File: src/rtl/config_stream_driver_pkg.sv
// Shared definitions for the fabric configuration chain driver: FSM encoding
// and the words-per-chain sizing helper also used by host firmware headers.
package config_stream_driver_pkg;

    typedef enum logic [1:0] {
        ST_IDLE  = 2'd0,
        ST_FETCH = 2'd1,
        ST_SHIFT = 2'd2,
        ST_SET   = 2'd3
    } state_t;

    localparam int DEF_WORD_W     = 32;
    localparam int DEF_CHAIN_LEN  = 1024;
    localparam int DEF_SET_CYCLES = 2;

    // Host words needed to fill the chain; the last one may be partially used.
    function automatic int words_per_chain(input int chain_len, input int word_w);
        return (chain_len + word_w - 1) / word_w;
    endfunction

    localparam int DEF_WORDS_PER_CHAIN = words_per_chain(DEF_CHAIN_LEN, DEF_WORD_W);

endpackage

File: src/rtl/config_word_serializer.sv
// LSB-first word serializer. Bit 0 of a word leaves on the load edge itself, so
// the register keeps only the bits still to be sent after the current one.
module config_word_serializer
    import config_stream_driver_pkg::*;
#(
    parameter int WORD_W = DEF_WORD_W,
    localparam int WW    = $clog2(WORD_W + 1)
) (
    input  logic              clk,
    input  logic              rst,
    input  logic              i_load,
    input  logic [WORD_W-1:0] i_word,
    input  logic [WW-1:0]     i_nbits,
    input  logic              i_shift,
    output logic              o_bit,
    output logic              o_last_bit
);

    logic [WORD_W-1:0] r_shreg;
    logic [WW-1:0]     r_word_bits;

    // Shift register and count of word bits still waiting behind the current one.
    always_ff @(posedge clk or negedge rst) begin
        if (!rst) begin
            r_shreg     <= '0;
            r_word_bits <= '0;
        end else if (i_load) begin
            r_shreg     <= {1'b0, i_word[WORD_W-1:1]};
            r_word_bits <= i_nbits - WW'(1);
        end else if (i_shift) begin
            r_shreg     <= {1'b0, r_shreg[WORD_W-1:1]};
            r_word_bits <= r_word_bits - WW'(1);
        end
    end

    assign o_bit      = r_shreg[0];
    assign o_last_bit = (r_word_bits == '0);

endmodule

File: src/rtl/config_stream_driver.sv
// Head-end driver of the tile configuration chain: fetches host words, shifts
// exactly CHAIN_LEN qualified bits into the first tile, then pulses the chain set.
module config_stream_driver
    import config_stream_driver_pkg::*;
#(
    parameter int WORD_W     = DEF_WORD_W,
    parameter int CHAIN_LEN  = DEF_CHAIN_LEN,
    parameter int SET_CYCLES = DEF_SET_CYCLES
) (
    input  logic              clk,
    input  logic              rst,
    input  logic              start,
    input  logic [WORD_W-1:0] word_in,
    input  logic              word_valid,
    output logic              word_ready,
    output logic              cen,
    output logic              shift_out,
    output logic              set_out,
    output logic              busy,
    output logic              done
);

    localparam int CW = $clog2(CHAIN_LEN + 1);
    localparam int WW = $clog2(WORD_W + 1);
    localparam int SW = $clog2(SET_CYCLES + 1);

    state_t        r_state;
    logic [CW-1:0] r_bits_left;
    logic [SW-1:0] r_set_cnt;
    logic          r_cen;
    logic          r_shift_out;
    logic          r_set_out;
    logic          r_busy;
    logic          r_done;

    state_t        w_state_nxt;
    logic [CW-1:0] w_bits_left_nxt;
    logic [SW-1:0] w_set_cnt_nxt;
    logic          w_cen_nxt;
    logic          w_shift_out_nxt;
    logic          w_set_nxt;
    logic          w_busy_nxt;
    logic          w_done_nxt;
    logic          w_load;
    logic          w_shift;
    logic          w_bit;
    logic          w_last_bit;
    logic [WW-1:0] w_nbits;

    // The final word is clipped to the chain bits still outstanding.
    assign w_nbits = (32'(r_bits_left) < WORD_W) ? WW'(r_bits_left) : WW'(WORD_W);

    config_word_serializer #(.WORD_W(WORD_W)) u_serializer (
        .clk        (clk),
        .rst        (rst),
        .i_load     (w_load),
        .i_word     (word_in),
        .i_nbits    (w_nbits),
        .i_shift    (w_shift),
        .o_bit      (w_bit),
        .o_last_bit (w_last_bit)
    );

    // Next-state and next-output logic; cen is high for every SHIFT-state cycle.
    always_comb begin
        w_state_nxt     = r_state;
        w_bits_left_nxt = r_bits_left;
        w_set_cnt_nxt   = r_set_cnt;
        w_cen_nxt       = 1'b0;
        w_shift_out_nxt = r_shift_out;
        w_set_nxt       = 1'b0;
        w_busy_nxt      = r_busy;
        w_done_nxt      = r_done;
        w_load          = 1'b0;
        w_shift         = 1'b0;
        case (r_state)
            ST_IDLE: begin
                if (start) begin
                    w_state_nxt     = ST_FETCH;
                    w_bits_left_nxt = CW'(CHAIN_LEN);
                    w_busy_nxt      = 1'b1;
                    w_done_nxt      = 1'b0;
                end else begin
                    w_state_nxt = ST_IDLE;
                end
            end
            ST_FETCH: begin
                if (word_valid) begin
                    w_load          = 1'b1;
                    w_cen_nxt       = 1'b1;
                    w_shift_out_nxt = word_in[0];
                    w_bits_left_nxt = r_bits_left - CW'(1);
                    w_state_nxt     = ST_SHIFT;
                end else begin
                    w_state_nxt = ST_FETCH;
                end
            end
            ST_SHIFT: begin
                if (!w_last_bit) begin
                    w_shift         = 1'b1;
                    w_cen_nxt       = 1'b1;
                    w_shift_out_nxt = w_bit;
                    w_bits_left_nxt = r_bits_left - CW'(1);
                end else if (r_bits_left == '0) begin
                    w_state_nxt   = ST_SET;
                    w_set_nxt     = 1'b1;
                    w_set_cnt_nxt = SW'(SET_CYCLES - 1);
                end else begin
                    w_state_nxt = ST_FETCH;
                end
            end
            ST_SET: begin
                if (r_set_cnt == '0) begin
                    w_state_nxt = ST_IDLE;
                    w_busy_nxt  = 1'b0;
                    w_done_nxt  = 1'b1;
                end else begin
                    w_set_nxt     = 1'b1;
                    w_set_cnt_nxt = r_set_cnt - SW'(1);
                end
            end
            default: begin
                w_state_nxt = ST_IDLE;
            end
        endcase
    end

    // State, counters and all registered outputs.
    always_ff @(posedge clk or negedge rst) begin
        if (!rst) begin
            r_state     <= ST_IDLE;
            r_bits_left <= '0;
            r_set_cnt   <= '0;
            r_cen       <= 1'b0;
            r_shift_out <= 1'b0;
            r_set_out   <= 1'b0;
            r_busy      <= 1'b0;
            r_done      <= 1'b0;
        end else begin
            r_state     <= w_state_nxt;
            r_bits_left <= w_bits_left_nxt;
            r_set_cnt   <= w_set_cnt_nxt;
            r_cen       <= w_cen_nxt;
            r_shift_out <= w_shift_out_nxt;
            r_set_out   <= w_set_nxt;
            r_busy      <= w_busy_nxt;
            r_done      <= w_done_nxt;
        end
    end

    assign word_ready = (r_state == ST_FETCH);
    assign cen        = r_cen;
    assign shift_out  = r_shift_out;
    assign set_out    = r_set_out;
    assign busy       = r_busy;
    assign done       = r_done;

endmodule

File: config.mk
export PLATFORM = sky130hd
export DESIGN_NAME = config_stream_driver
export DESIGN_NICKNAME = d
export VERILOG_FILES = /design/src/rtl/config_stream_driver_pkg.sv /design/src/rtl/config_word_serializer.sv /design/src/rtl/config_stream_driver.sv
export SDC_FILE = /design/constraint.sdc
export NUM_CORES = 1
export LEC_CHECK = 0
export ABC_AREA = 1
export BUFFER_PORTS_ARGS = -buffer_cell sky130_fd_sc_hd__buf_2
export CAP_MARGIN = 20
export CORE_UTILIZATION = 60
export DETAILED_ROUTE_END_ITERATION = 8
export GPL_TIMING_DRIVEN = 0
export MAX_ROUTING_LAYER = met4
export PLACE_DENSITY = 0.84
export RECOVER_POWER = 50
export SLEW_MARGIN = 0
export SYNTH_ARGS = -nofsm -noshare
export SYNTH_HDL_FRONTEND = slang
export SYNTH_SLANG_ARGS = --single-unit
File: constraint.sdc
create_clock -name clk -period 2.9 [get_ports clk]
set_input_delay 0.29 -clock clk [delete_from_list [all_inputs] [get_ports clk]]
set_output_delay 0.29 -clock clk [all_outputs]
set_load 0.01 [all_outputs]
==> results.yml <==
status:
  status: "finished with violations"
  violations: "max-capacitance violations, max-slew violations"
route:
  drt-pass1-iter-count: 4
  finalWirelength_um: 6500
  vias_per_cell: 5.34
  wl_per_cell_um: 12.9
  dr.first_iter.drc_count: 206
  drc: 0
  vias: 2684
  final_antenna_net_count: 0
setup_path:
  worst-r2r-setup-slack_ps: 770
  cp-end-kind: "register"
  arrival_ps: 2360
  cp_data_required_time_ps: 3130
  crit_path_start_kind: "register"
  crit-reg2reg-capture: "u_serializer.r_word_bits[4]"
  cp_max_fo: 8
  r2r_start: "r_state[1]"
  r2r_cells: 12
  setup.worst_path.class: "reg -> reg"
worst_hold_path:
  hold_path_depth: 3
  min_to: "u_serializer.r_shreg[30]"
  hold_path_startpoint: "word_in[31]"
  hold_path_class: "in -> reg"
sta:
  setup_viol: 0
  rsz0062_at_grt: "false"
  min_period_over_period: 0.734
  hold_violations: 0
  min_period_ps: 2130
  maxSlewHeadroom: -0.0868
  fin_worst_skew_ps: 7.15
  max_freq_mhz: 470
  tns_ps: 0
  maxSlewViolCount: 29
  worst_slew_pin_slew_ps: 1630
placement:
  io_buffers: 41
  placed_cell_area_um2: 3300
  gp_routability_congestion: 0.918
  dp_hpwl_um: 4730
floorplan:
  io_pins: 42
  die-height_um: 72.6
  row_count: 25
  die_area_um2: 5270
  initial_core_util: 0.629
  core-area_um2: 4750
  dieWidth_um: 72.6
clocking:
  cts_resized: 0
  clockBufferDepth: 2
  clk_latency_ps: 340
  cts_sinks: 57
  cts_root_buf: "clkbuf_8"
  cts_made_buffers: 9
  clkSlewWorstSetupHoldPaths_ps: 60
  cts_tree: "yes"
  cts_setup_buffers: 0
  htree_levels: 3
  cts_hold_buf: 0
synth:
  synth_edf_count: 0
  yosys_most_used_dff: "dfrtp_1"
  synth_area_per_cell_um2: 7.89
  syn_area_um2: 2990
  netlist.top_cell.by_area: "dfrtp_1"
  ys_types: 34
  synthCells: 379
  async_flop_share: 1.00
  yosys.area.top_type_share: 0.477
  synth_seq_area_share: 0.477
  ys_warn_count: 0
  synthTopCellsByArea: "dfrtp_1, nand2_1, nor2_1"
  synth_fp_nets: 422
  synth-seq-cells: 57
grt:
  grt-ovfl-total: 0
  grt_pass1_wl_um: 11200
  grt_max_degree: 30
  grt_usage: 0.285
  grt_pass1_vias: 2598
  antenna_found_initial: 0
cells_and_area:
  fill_cells: 384
  final_common_cell: "nand2_1"
  num_antenna_cells: 0
  final_cell_area_um2: 3480
  final_util: 0.732
  layout_common_cells: "nand2_1, dfrtp_1, nor2_1"
  drive_gt1_frac: 0.186
  areaGrowthSynthToFinish_pct: 16.3
  nets: 475
pwr:
  ir_worst_vdd_mv: 0.688
  powerDensity_nw_per_um2: 1200
  p_leak_nw: 1.70
run:
  drv_cap: 1
==> worst max path at each step <==
| stage | start | to | slack [ps] |
|---|---|---|---|
| 2_1_floorplan | r_state[1] | u_serializer.r_word_bits[2] | 1020 |
| 3_5_place_dp | r_state[1] | u_serializer.r_word_bits[4] | 860 |
| 3_3_place_gp | r_state[1] | u_serializer.r_word_bits[4] | 900 |
| 6_report | r_state[1] | u_serializer.r_word_bits[4] | 770 |
| 4_1_cts | r_state[1] | u_serializer.r_word_bits[4] | 810 |
| 5_1_grt | r_state[1] | u_serializer.r_word_bits[4] | 600 |
==> area by class of cell <==
type	instances	area, um2	share of cell area
clock inverter	6	60.1	0.0173
tap	67	83.8	0.0241
timing repair buffer	42	220	0.0633
sequential	57	1430	0.410
multi-input combinational	278	1380	0.395
buffer	15	81.3	0.0234
inverter	29	109	0.0313
clock buffer	9	124	0.0356
==> cells in the mapped netlist (3+ instances only) <==
master    number
inv_2          3
nand2_2        7
a31oi_1       32
ha_1           7
o31ai_1        4
buf_4          3
or2_2          3
dfrtp_1       57
nand4_1        7
nand2_1      106
o21ai_0       14
nand3_1       13
buf_2          5
inv_1         26
clkbuf_1       6
a21oi_1        8
o21ai_1        3
nor2_1        54
==> through the flow <==
step | worst slack, ps | instances | hold WS, ps | total power [mW]
after CTS | 810 | 503 | 9.91 | 4.16
after detailed placement | 861 | 488 | 361 | 3.44
final | 771 | 503 | 199 | 4.16
after global routing | 602 | 503 | 209 | 4.52
after floorplan | 1020 | 379 | -5.59 | 2.94
after global placement | 902 | 487 | 469 | 3.32
==> cell families after synthesis <==
kind of cell,share of synthesized area
compound gates,0.140
xor+xnor,0.0117
fa+ha+maj,0.0293
buf+inv,0.0636
flops,0.477
mux,0.00335
simple gates,0.276
==> sequential cells by signal, summed over array words and instances, names as in the netlist, 2 cells and up <==
register and cells:
u_serializer.r_shreg 31, r_bits_left 11, u_serializer.r_word_bits 6, r_set_cnt 2
r_state 2
==> where the power goes <==
part           total (mW)  leakage, nW  internal [mW]  switching, mW
sequential           1.41        0.664           1.17          0.236
clock               0.702       0.0909          0.386          0.316
combinational        2.05        0.949          0.756           1.30
==> critical path: stages (launching register included) <==
cell	delay (ps)
dfrtp_1	400
inv_1	100
ha_1	320
nand2_2	130
inv_2	170
nand2_2	140
nand2_2	140
ha_1	210
nand2_1	80
o21bai_1	130
nand2_1	80
nand2_1	60
nand2_1	50
==> metal layers <==
| metal | GRT usage | wire length, um | up-vias |
|---|---|---|---|
| met5 | - | 0 | - |
| met4 | 0.139 | 142 | 0 |
| met3 | 0.0497 | 268 | 18 |
| met2 | 0.438 | 3060 | 57 |
| met1 | 0.365 | 3030 | 1254 |
| li1 | - | - | 1355 |
Power figures use the tool's default switching activity.
